==> config.mk <==
export PLATFORM = sky130hd
export DESIGN_NAME = bht_table_flat
export DESIGN_NICKNAME = d
export VERILOG_FILES = /design/src/rtl/bht_table_if.sv /design/src/rtl/bht_table.sv /design/src/flat_wrapper.sv
export SDC_FILE = /design/constraint.sdc
export NUM_CORES = 1
export LEC_CHECK = 0
export CAP_MARGIN = 10
export CORE_UTILIZATION = 25
export DETAILED_ROUTE_END_ITERATION = 6
export DONT_BUFFER_PORTS = 1
export PLACE_DENSITY_LB_ADDON = 0.1
export SETUP_SLACK_MARGIN = 0.4
export SYNTH_ARGS = -nofsm -noshare
export SYNTH_HDL_FRONTEND = slang
export SYNTH_SLANG_ARGS = --single-unit
==> constraint.sdc <==
create_clock -name clk -period 10.4 [get_ports clk]
set_input_delay 2.6 -clock clk [delete_from_list [all_inputs] [get_ports clk]]
set_output_delay 2.6 -clock clk [all_outputs]
set_load 0.05 [all_outputs]
==> src/rtl/bht_table_if.sv <==
// Fetch-side read port and execute-side update port of the branch history table.
interface bht_table_if;
   logic [31:0] rd_pc;
   logic [31:0] rd_inst;
   logic        pred_taken;
   logic        pred_is_cti;
   logic        upd_valid;
   logic [31:0] upd_pc;
   logic        upd_taken;
   logic        ready;

   modport master (
      output rd_pc, rd_inst, upd_valid, upd_pc, upd_taken,
      input  pred_taken, pred_is_cti, ready
   );

   modport slave (
      input  rd_pc, rd_inst, upd_valid, upd_pc, upd_taken,
      output pred_taken, pred_is_cti, ready
   );
endinterface

==> src/rtl/bht_table.sv <==
// Branch history table of saturating counters; combinational prediction, trained on resolved branches.
// Optional gshare indexing (global history XOR PC) is enabled with macro BHT_GSHARE_EN.
module bht_table #(
   parameter int ENTRIES = 64,
   parameter int IDX_W   = 6,
   parameter int CTR_W   = 2
) (
   input  logic      clk,
   input  logic      rst,
   bht_table_if.slave bus
);

   typedef enum logic {S_INIT, S_RUN} state_t;

   localparam logic [4:0] OPC_BRANCH = 5'b11000;
   localparam logic [4:0] OPC_JAL    = 5'b11011;
   localparam logic [4:0] OPC_JALR   = 5'b11001;
   localparam logic [CTR_W-1:0] CTR_WEAK_NT = CTR_W'((1 << (CTR_W - 1)) - 1);
   localparam logic [IDX_W-1:0] LAST_IDX    = IDX_W'(ENTRIES - 1);

   function automatic logic [CTR_W-1:0] sat_inc(input logic [CTR_W-1:0] c);
      return (&c) ? c : c + CTR_W'(1);
   endfunction

   function automatic logic [CTR_W-1:0] sat_dec(input logic [CTR_W-1:0] c);
      return (c == '0) ? c : c - CTR_W'(1);
   endfunction

   state_t           state_q, state_d;
   logic [IDX_W-1:0] walk_q, walk_d;
   logic [CTR_W-1:0] ctr_q [ENTRIES];

   logic             wr_en;
   logic [IDX_W-1:0] wr_idx;
   logic [CTR_W-1:0] ctr_d;
   logic [IDX_W-1:0] rd_idx;
   logic [IDX_W-1:0] upd_idx;
   logic [4:0]       opc;
   logic             run_upd;

   assign run_upd = (state_q == S_RUN) && bus.upd_valid;

`ifdef BHT_GSHARE_EN
   logic [IDX_W-1:0] ghr_q, ghr_d;

   assign rd_idx  = bus.rd_pc[IDX_W+1:2] ^ ghr_q;
   assign upd_idx = bus.upd_pc[IDX_W+1:2] ^ ghr_q;

   always_comb begin
      ghr_d = ghr_q;
      if (run_upd)
         ghr_d = {ghr_q[IDX_W-2:0], bus.upd_taken};
   end

   always_ff @(posedge clk) begin
      if (rst) ghr_q <= '0;
      else     ghr_q <= ghr_d;
   end
`else
   assign rd_idx  = bus.rd_pc[IDX_W+1:2];
   assign upd_idx = bus.upd_pc[IDX_W+1:2];
`endif

   // Control: init walk, then run; a single write port serves both
   always_comb begin
      state_d = state_q;
      walk_d  = walk_q;
      wr_en   = 1'b0;
      wr_idx  = upd_idx;
      ctr_d   = ctr_q[upd_idx];
      case (state_q)
         S_INIT: begin
            wr_en  = 1'b1;
            wr_idx = walk_q;
            ctr_d  = CTR_WEAK_NT;
            walk_d = walk_q + IDX_W'(1);
            if (walk_q == LAST_IDX)
               state_d = S_RUN;
         end
         S_RUN: begin
            if (bus.upd_valid) begin
               wr_en = 1'b1;
               ctr_d = bus.upd_taken ? sat_inc(ctr_q[upd_idx]) : sat_dec(ctr_q[upd_idx]);
            end
         end
         default: state_d = S_INIT;
      endcase
   end

   always_ff @(posedge clk) begin
      if (rst) begin
         state_q <= S_INIT;
         walk_q  <= '0;
      end else begin
         state_q <= state_d;
         walk_q  <= walk_d;
      end
   end

   // Counter storage has no reset; the walk after reset initialises it
   always_ff @(posedge clk) begin
      if (wr_en && !rst)
         ctr_q[wr_idx] <= ctr_d;
   end

   assign opc = bus.rd_inst[6:2];

   always_comb begin
      bus.pred_taken  = 1'b0;
      bus.pred_is_cti = 1'b0;
      if (opc == OPC_JAL || opc == OPC_JALR) begin
         bus.pred_taken  = 1'b1;
         bus.pred_is_cti = 1'b1;
      end else if (opc == OPC_BRANCH) begin
         bus.pred_is_cti = 1'b1;
         bus.pred_taken  = (state_q == S_RUN) && ctr_q[rd_idx][CTR_W-1];
      end
   end

   assign bus.ready = (state_q == S_RUN);

   logic unused;
   assign unused = ^{bus.rd_pc[31:IDX_W+2], bus.rd_pc[1:0], bus.upd_pc[31:IDX_W+2],
                     bus.upd_pc[1:0], bus.rd_inst[31:7], bus.rd_inst[1:0]};

endmodule

==> src/flat_wrapper.sv <==
// flat-port wrapper written by rule: the top's interface ports become plain ports
module bht_table_flat 
#(
   parameter int ENTRIES = 64,
   parameter int IDX_W   = 6,
   parameter int CTR_W   = 2
)
  (clk, rst, bus_rd_pc, bus_rd_inst, bus_upd_valid, bus_upd_pc, bus_upd_taken, bus_pred_taken, bus_pred_is_cti, bus_ready);
  bht_table_if bus_i ();
  input  logic clk;
  input  logic rst;
  input wire logic [$bits(bus_i.rd_pc)-1:0] bus_rd_pc;
  input wire logic [$bits(bus_i.rd_inst)-1:0] bus_rd_inst;
  input wire logic [$bits(bus_i.upd_valid)-1:0] bus_upd_valid;
  input wire logic [$bits(bus_i.upd_pc)-1:0] bus_upd_pc;
  input wire logic [$bits(bus_i.upd_taken)-1:0] bus_upd_taken;
  output wire logic [$bits(bus_i.pred_taken)-1:0] bus_pred_taken;
  output wire logic [$bits(bus_i.pred_is_cti)-1:0] bus_pred_is_cti;
  output wire logic [$bits(bus_i.ready)-1:0] bus_ready;
  assign bus_i.rd_pc = bus_rd_pc;
  assign bus_i.rd_inst = bus_rd_inst;
  assign bus_i.upd_valid = bus_upd_valid;
  assign bus_i.upd_pc = bus_upd_pc;
  assign bus_i.upd_taken = bus_upd_taken;
  assign bus_pred_taken = bus_i.pred_taken;
  assign bus_pred_is_cti = bus_i.pred_is_cti;
  assign bus_ready = bus_i.ready;
  bht_table #(.ENTRIES(ENTRIES), .IDX_W(IDX_W), .CTR_W(CTR_W)) u_core (.clk(clk), .rst(rst), .bus(bus_i));
endmodule
==> impl_metrics.toml, run 1 <==
[run_status]
status = "finished clean"

[critical_path]
critPathLaunch = "bus_rd_pc[2]"
crit_arrival_ns = 4.67
cp_slowest_cell = "mux4_2"
critPathCaptureType = "output pin"
cp_data_required_time_ns = 7.80
reg2reg_slack_ns = 7.02
crit_type = "input pin to output pin"
reg2reg_from = "u_core.ctr_q[46][0]"
cp_num_buf_inv = 0
critPathMaxStageDelay_ns = 0.57
setup.worst_path.start_class = "input pin"
critPathMaxFanout = 16
cp_common_cell = "mux4_2"
path_delay_family = "multiplexers"
cp_cell_sequence = "mux4_2, mux4_2, mux4_2, nand3b_1, a21oi_1"

[clock_network]
ctsResizeCount = 0
holdBufCountCts = 0
cts_setup_buffers = 0
cts_buffer_depth = 2
htreeDepth = 4
tritoncts = "done"
clockRootBuffer = "clkbuf_16"
cts-buffers-inserted = 17
path_clk_slew_ns = 0.06
clk_latency_ns = 0.42
cts_sinks = 135

[power_and_ir_drop]
power.switching_w = 0.000269
p_int_w = 0.000971
pwr-share-clk_pct = 47.9
fin_total_pwr_w = 0.00124
p_comb_share_pct = 4.5
p_leak_nw = 2.29
p_per_area_mw_per_mm2 = 170
irDropWorstVdd_mv = 0.0894
p_seq_share_pct = 47.6
switching_share_pct = 21.7

[placed_design]
gp_congestion = 0.743
dp.cells = 716
dp_hpwl_mm = 11.3
place_ws_ns = 3.12
port_buffers = 0

[logic_synthesis]
postSynthNetCount = 505
syn_avg_cell_area_um2 = 15.8
yosysTopAreaCellShare_pct = 60.1
synth-main-ff-cell = "edfxtp_1"
ys_seq_elements = 135
synth_edf_count = 128
ys_types = 45
synthCells = 404
async_reset_ff_share_pct = 0
synthTopCellsByArea = "edfxtp_1 60%, mux4_2 16%, nor2_1 4.8%, mux4_1 3.7%, dfxtp_1 2.2%"
ys_seq_area_share_pct = 62.3
yosys.area.top_type = "edfxtp_1"
synth_area_mm2 = 0.00639
yosysWarnings = 0

[timing]
layout_min_cycle_time_ns = 7.27
skew_ns = 0.0102
fin_ws_ns = 3.13
rsz0062_at_grt = "false"
tightest_slew_ns = 1.04
hold_viol_final = 0
setup_viol = 0
maxSlewViolCount = 0
hold_slack_ns = 0.532
post-route-period-util_pct = 69.9
relSlewSlack_pct = 31.1
final.setup.tns_ns = 0
fmax_mhz = 138

[route]
first_pass_iters = 4
drc = 0
vias = 3590
first_iter_violations = 327
wl_per_cell_um = 22.9
final_antenna_net_count = 0
viasPerCell = 4.80
wl_mm = 17.1

[hold_path]
min_path_type = "flop to flop"
hp-start = "u_core.walk_q[5]"

[grt]
grt_pass1_wl_mm = 25.2
grt_max_degree = 39
grt_usage_pct = 13.8
first_global_vias = 3717
antenna_found_initial = 0
grt-ovfl-total = 0

[cells_and_area]
drive_gt1_share_pct = 20.3
multi_input_area_mm2 = 0.00229
fill_cells = 2534
layout_common_cells = "128 x edfxtp_1, 82 x nor2_1, 45 x mux4_2, 22 x nand2_1, 17 x clkbuf_16"
nets = 506
layout_commonest_cell = "edfxtp_1"
synthToLayoutAreaGrowth_pct = 14.4
diodes = 0
stdcell_count = 748
area.sequential_mm2 = 0.00399

[floorplanning]
core-area_mm2 = 0.0251
start_util_pct = 25.5
die-area_mm2 = 0.0262
dieHeight_um = 162
rows = 58
dieWidth_um = 162
io_pins = 103

[job]
max_cap_viol_count = 0
per-layer routing:
metal / share of wire, % / global-route usage [%] / wire [µm] / up-vias
met5: 0 / 0 / 0 / -
met4: 0.68 / 4.29 / 116 / 0
met3: 4.1 / 3.52 / 706 / 7
met2: 49 / 21.8 / 8430 / 85
met1: 46 / 18.7 / 7850 / 1875
li1: - / - / - / 1623
power by group through the flow:
stage	Clock [W]	Sequential, W	Combinational, W
finish	0.000595	0.000590	0.0000555
CTS	0.000608	0.000590	0.0000562
floorplan	0	0.000601	0.0000534
detailed placement	0	0.000602	0.0000557
global route	0.000632	0.000590	0.0000596
global placement	0	0.000602	0.0000559
worst paths after layout:
path / end / cells past startpoint
worst max-delay path: bus_pred_taken / 5
worst min-delay path: u_core.walk_q[5] / 2
worst max register to register: u_core.ctr_q[32][0] / 7
worst min register to register: u_core.walk_q[5] / 2
cells by family after synthesis:
family,after synthesis,share of synthesized area (%)
xor+xnor,4,0.548
flops,135,62.3
compound gates,42,4.62
mux,65,21.3
fa+ha+maj,1,0.196
buf+inv,25,2.11
simple gates,132,8.85
cell type report:
type	count	share of cell area, %
clock buffers	18	5.87
multi-input cells	244	31.4
repair buffers	3	0.308
flip-flops and latches	135	54.5
inverters	4	0.205
well taps	330	5.65
clock inverters	14	2.07
state kept, by name (all words and copies together) (netlist names):
register / count
u_core.walk_q: 6
u_core.bus.ready: 1
u_core.ctr_q: 128
through the flow:
stage	util (%)	cell area [µm²]
2_1_floorplan	-	6390
3_3_place_gp	26.8	6730
3_5_place_dp	26.8	6730
4_1_cts	29.1	7310
5_1_grt	29.1	7310
6_report	29.1	7310
tightest hold or removal path: stages, from the launching register on:
cell and delay [ns]:
dfxtp_1 0.35, o21ai_0 0.08, a21oi_1 0.06
synth_stat cells (all sizes together), types with 2 or more instances:
library cell,n
inv,4
a31oi,4
mux2,3
nand2b,3
or3,3
nand3,5
a22o,7
xor2,2
edfxtp,128
nand3b,2
nor2,82
nand2,22
xnor2,2
a22oi,6
mux2i,8
nor3,2
mux4,54
o22a,2
dfxtp,7
buf,12
nor2b,7
o2111ai,2
o21ai,5
a21oi,8
clkbuf,9
(Power assumes the default switching activity.)
==> run 2: changes to the inputs <==
ABC_AREA = 1   (was unset)
clock period = 7.1 ns   (was 10.4 ns; I/O delays follow)
==> impl_metrics.toml, run 2 <==
[grt]
met1_usage_pct = 21.9
grt_max_degree = 66
grt_usage_pct = 16.6
met2_usage_pct = 27.1
busiest_layer = "met2"
grt_pass1_wl_mm = 31.8
grt_use_met3_pct = 3.85
antenna_found_initial = 0
first_global_vias = 5097
grt-ovfl-total = 0

[critical_path]
r2r-end = "u_core.ctr_q[38][1]"
critPathMaxFanout = 33
cp_cell_sequence = "inv_1, buf_4, o21bai_1, o211ai_1, nand3_1, nand3_1, nand3_1, nand2_1, nand2_1, nand2_1"
critPathCaptureType = "output pin"
reg2reg_slack_ns = 3.32
critPathMaxStageDelay_ns = 0.38
crit_arrival_ns = 3.72
cp_num_buf_inv = 2
reg2reg_from = "u_core.bus.ready"
cp_data_required_time_ns = 5.33
cp_slowest_cell = "buf_4"
setup.worst_path.start_class = "input pin"
crit_type = "input pin to output pin"
reg2reg_depth = 4
path_delay_family = "simple AND/OR/NAND/NOR gates"

[logic_synthesis]
synth_common_cells = "189 x nand2_1, 135 x nand3_1, 128 x edfxtp_1"
synth.most_common_cell = "nand2_1"
synth_area_mm2 = 0.00668
synthCells = 706
postSynthNetCount = 807
yosysTopAreaCellShare_pct = 57.5
ys_seq_area_share_pct = 59.6
synthTopCellsByArea = "edfxtp_1 58%, nand2_1 11%, nand3_1 10%, nor2_1 5.5%, dfxtp_1 2.1%"
ys_types = 31
yosys.area.top_type = "edfxtp_1"
yosysWarnings = 0
synth-main-ff-cell = "edfxtp_1"
ys_seq_elements = 135
async_reset_ff_share_pct = 0
synth_edf_count = 128
syn_avg_cell_area_um2 = 9.46

[placed_design]
port_buffers = 0
dp_hpwl_mm = 12.9
gp_congestion = 0.807

[cells_and_area]
largest_reg_flops = 128
synthToLayoutAreaGrowth_pct = 11.4
drive_gt1_share_pct = 6.42
nets = 791
post-route-util_pct = 28.5
diodes = 0
layout_commonest_cell = "nand2_1"
top_register = "u_core.ctr_q"
layout_common_cells = "188 x nand2_1, 135 x nand3_1, 128 x edfxtp_1, 96 x nor2_1, 18 x o21ai_0"

[timing]
fmax_mhz = 182
layout_min_cycle_time_ns = 5.49
skew_ns = 0.0206
maxSlewViolCount = 0
post-route-period-util_pct = 77.4
relSlewSlack_pct = 24.1
hold_viol_final = 0
setup_viol = 0
rsz0062_at_grt = "false"
tightest_slew_ns = 1.14
final.setup.tns_ns = 0

[route]
viasPerCell = 4.92
first_pass_iters = 7
first_iter_violations = 418
vias = 5101
drc = 8
final_antenna_net_count = 0
wl_mm = 21.5
wl_per_cell_um = 20.7

[clock_network]
clk_latency_ns = 0.44
cts_buffer_depth = 2
cts_setup_buffers = 0
clockRootBuffer = "clkbuf_16"
path_clk_slew_ns = 0.06
holdBufCountCts = 0
cts-buffers-inserted = 17
ctsResizeCount = 0
cts_sinks = 135
htreeDepth = 4
tritoncts = "done"

[power_and_ir_drop]
pwr-share-clk_pct = 46.6
p_int_w = 0.00141
p_comb_share_pct = 6.3
p_per_area_mw_per_mm2 = 247
power.switching_w = 0.000429
p_seq_share_pct = 47.1
p_leak_nw = 2.59
switching_share_pct = 23.4
irDropWorstVdd_mv = 0.128

[floorplanning]
io_pins = 103
die-area_mm2 = 0.0274
dieHeight_um = 165
dieWidth_um = 165
start_util_pct = 25.6
core-area_mm2 = 0.0261
rows = 59

[job]
max_cap_viol_count = 0

[run_status]
violations = "DRC"
status = "complete, but fails checks"

[hold_path]
min_path_type = "flop to flop"
holdPathEnd = "u_core.walk_q[0]"
hp-start = "u_core.walk_q[0]"
hold_depth = 2
==> run 2: cell types whose count changed in the layout (fill, tap and decap cells not counted), sizes merged, moves of 5 or more <==
cell and delta:
o21bai +16, nor2 +15, o21a +5, nand3 +131, o21ai +16, mux2i -8
nor2b -7, inv +17, nand2 +167, mux4 -54, a22o -7, a22oi -6
o221ai +11
==> run 2: cell families after synthesis <==
kind of cell	after synthesis	synth area share, %
DFF	135	59.6
AOI/OAI and AO/OA	70	7.19
xor gates and xnor gates	1	0.131
and+or+nand+nor	436	27.6
buffers and inverters	63	5.28
adders and majority gates	1	0.187
==> run 2: how the worst max path moves through the flow <==
stage                  from        endpoint  slack (ns)  cells after the start
2_1_floorplan  bus_rd_pc[2]  bus_pred_taken        2.31                     10
3_3_place_gp   bus_rd_pc[2]  bus_pred_taken        1.59                     10
3_5_place_dp   bus_rd_pc[2]  bus_pred_taken        1.61                     10
4_1_cts        bus_rd_pc[2]  bus_pred_taken        1.60                     10
5_1_grt        bus_rd_pc[2]  bus_pred_taken        1.48                     10
6_report       bus_rd_pc[2]  bus_pred_taken        1.61                     10
==> run 2: area by class of cell <==
type / count / area, µm²
clock buffers: 17 / 425
well taps: 335 / 419
flip-flops and latches: 135 / 3980
clock inverters: 13 / 135
multi-input cells: 508 / 2350
inverters: 24 / 91.3
repair buffers: 4 / 30.0
fillers: 2781 / 18700
==> run 2: power by group through the flow <==
stage,logic [W],clock network (W),registers (W)
after global placement,0.000117,0,0.000880
final,0.000116,0.000855,0.000863
after global routing,0.000129,0.000895,0.000863
after floorplan,0.0000986,0,0.000879
after CTS,0.000117,0.000864,0.000863
after detailed placement,0.000117,0,0.000880
==> run 2: stage by stage <==
| step | instances | hold slack (ns) | setup WS, ns | cell area (µm²) | total power, W |
|---|---|---|---|---|---|
| after floorplan | 706 | 0.469 | 2.31 | 6680 | 0.000978 |
| after global placement | 1006 | 0.489 | 1.59 | 6880 | 0.000997 |
| after detailed placement | 1006 | 0.495 | 1.61 | 6880 | 0.000997 |
| after CTS | 1036 | 0.506 | 1.60 | 7440 | 0.00184 |
| after global routing | 1036 | 0.535 | 1.48 | 7440 | 0.00189 |
| final | 1036 | 0.504 | 1.61 | 7440 | 0.00183 |
==> run 2: worst reg2reg max path, delay by kind of cell, from the launching register on <==
| kind | cells | cell delay, ns |
|---|---|---|
| flops | 1 | 1.07 |
| compound gates | 1 | 0.71 |
| buf+inv | 1 | 0.37 |
| simple gates | 2 | 1.30 |
==> run 2: per-layer routing <==
layer | vias to the layer above | share of wire, %
met5 | - | 0
met4 | 0 | 1.2
met3 | 15 | 5.2
met2 | 129 | 47
met1 | 2519 | 46
li1 | 2438 | -
==> run 3: changes to the inputs <==
clock period = 5.1 ns   (was 7.1 ns; I/O delays follow)
==> impl_metrics.toml, run 3 (synthesis results as in run 2) <==
[grt]
grt_pass1_wl_mm = 31.3
antenna_found_initial = 0
grt-ovfl-total = 0
grt_max_degree = 66
first_global_vias = 4937
grt_usage_pct = 16.3

[cells_and_area]
drive_gt1_share_pct = 7.10
fill_cells = 2806
layout_common_cells = "188 x nand2_1, 135 x nand3_1, 128 x edfxtp_1, 96 x nor2_1, 18 x o21ai_0"
synthToLayoutAreaGrowth_pct = 13.3
diodes = 0
top_register = "u_core.ctr_q"
largest_reg_flops = 128
nets = 793
area.sequential_mm2 = 0.00398
multi_input_area_mm2 = 0.00235
layout_commonest_cell = "nand2_1"

[route]
wl_per_cell_um = 20.4
viasPerCell = 4.96
first_pass_iters = 7
drc = 8
wl_mm = 21.2
final_antenna_net_count = 0
first_iter_violations = 448
vias = 5151

[floorplanning]
dieHeight_um = 165
dieWidth_um = 165
rows = 59
die-area_mm2 = 0.0274
start_util_pct = 25.6
core-area_mm2 = 0.0261
io_pins = 103

[timing]
rsz0062_at_grt = "false"
hold_viol_final = 0
post-route-period-util_pct = 82.0
maxSlewViolCount = 0
fmax_mhz = 239
layout_min_cycle_time_ns = 4.18
tightest_slew_ns = 0.853
final.setup.tns_ns = 0
skew_ns = 0.0129
setup_viol = 0
relSlewSlack_pct = 43.0

[clock_network]
cts_sinks = 135
cts_buffer_depth = 2
clk_latency_ns = 0.43
clockRootBuffer = "clkbuf_16"
holdBufCountCts = 0
cts_setup_buffers = 0
ctsResizeCount = 0
cts-buffers-inserted = 17
path_clk_slew_ns = 0.06
tritoncts = "done"
htreeDepth = 4

[run_status]
violations = "DRC"
status = "complete, but fails checks"

[placed_design]
dp_hpwl_mm = 12.8
gp_congestion = 0.795
port_buffers = 0

[hold_path]
min_path_type = "flop to flop"

[critical_path]
setup.worst_path.start_class = "input pin"
crit_type = "input pin to output pin"
crit_arrival_ns = 2.91
critPathMaxFanout = 33
critPathCaptureType = "output pin"
cp_data_required_time_ns = 3.83

[power_and_ir_drop]
p_per_area_mw_per_mm2 = 360
irDropWorstVdd_mv = 0.174
p_leak_nw = 2.65
fin_total_pwr_w = 0.00273

[job]
max_cap_viol_count = 0
-- run 3: metrics by stage --
step           util [%]  setup WS (ns)  area, µm²  cells  hold slack [ns]
6_report           29.0          0.920       7570   1039            0.511
5_1_grt            29.0          0.790       7570   1039            0.540
4_1_cts            29.0          0.893       7570   1039            0.512
3_5_place_dp       26.5          0.896       6920   1008            0.499
3_3_place_gp       26.5          0.892       6920   1008            0.486
2_1_floorplan         -          0.853       6680    706            0.469
-- run 3: worst max-delay path, cell delays in order --
cell      delay [ns]
inv_1           0.05
buf_4           0.29
nor2_1          0.07
o221ai_1        0.28
nand3_1         0.18
nand3_1         0.10
nand3_1         0.06
nand2_1         0.16
nand2_1         0.07
nand2_1         0.36
-- run 3: where the power goes --
group          switching [W]  leakage [nW]  internal (W)
clock               0.000493         0.310      0.000870
sequential        0.00000307          1.24       0.00120
combinational       0.000112          1.10     0.0000501
-- run 3: cell type report --
cell class | count | share of cell area (%)
Clock inverter | 14 | 2.94
Sequential cell | 135 | 52.7
Inverter | 24 | 1.21
Clock buffer | 17 | 5.62
Multi-Input combinational cell | 508 | 31.1
Tap cell | 335 | 5.54
Timing Repair Buffer | 6 | 0.926
-- run 3: layer usage --
metal  wire (µm)  track usage [%]
met5           0                0
met4         353             5.37
met3        1360             4.57
met2        9570             25.4
met1        9920             21.8
-- run 3: final timing paths --
check             cells past startpoint            endpoint        startpoint  slack (ns)
setup / recovery                     10      bus_pred_taken      bus_rd_pc[2]        0.92
hold / removal                        2    u_core.walk_q[0]  u_core.walk_q[0]        0.51
setup reg to reg                      5  u_core.ctr_q[5][0]  u_core.bus.ready        1.95
hold reg to reg                       2    u_core.walk_q[0]  u_core.walk_q[0]        0.51
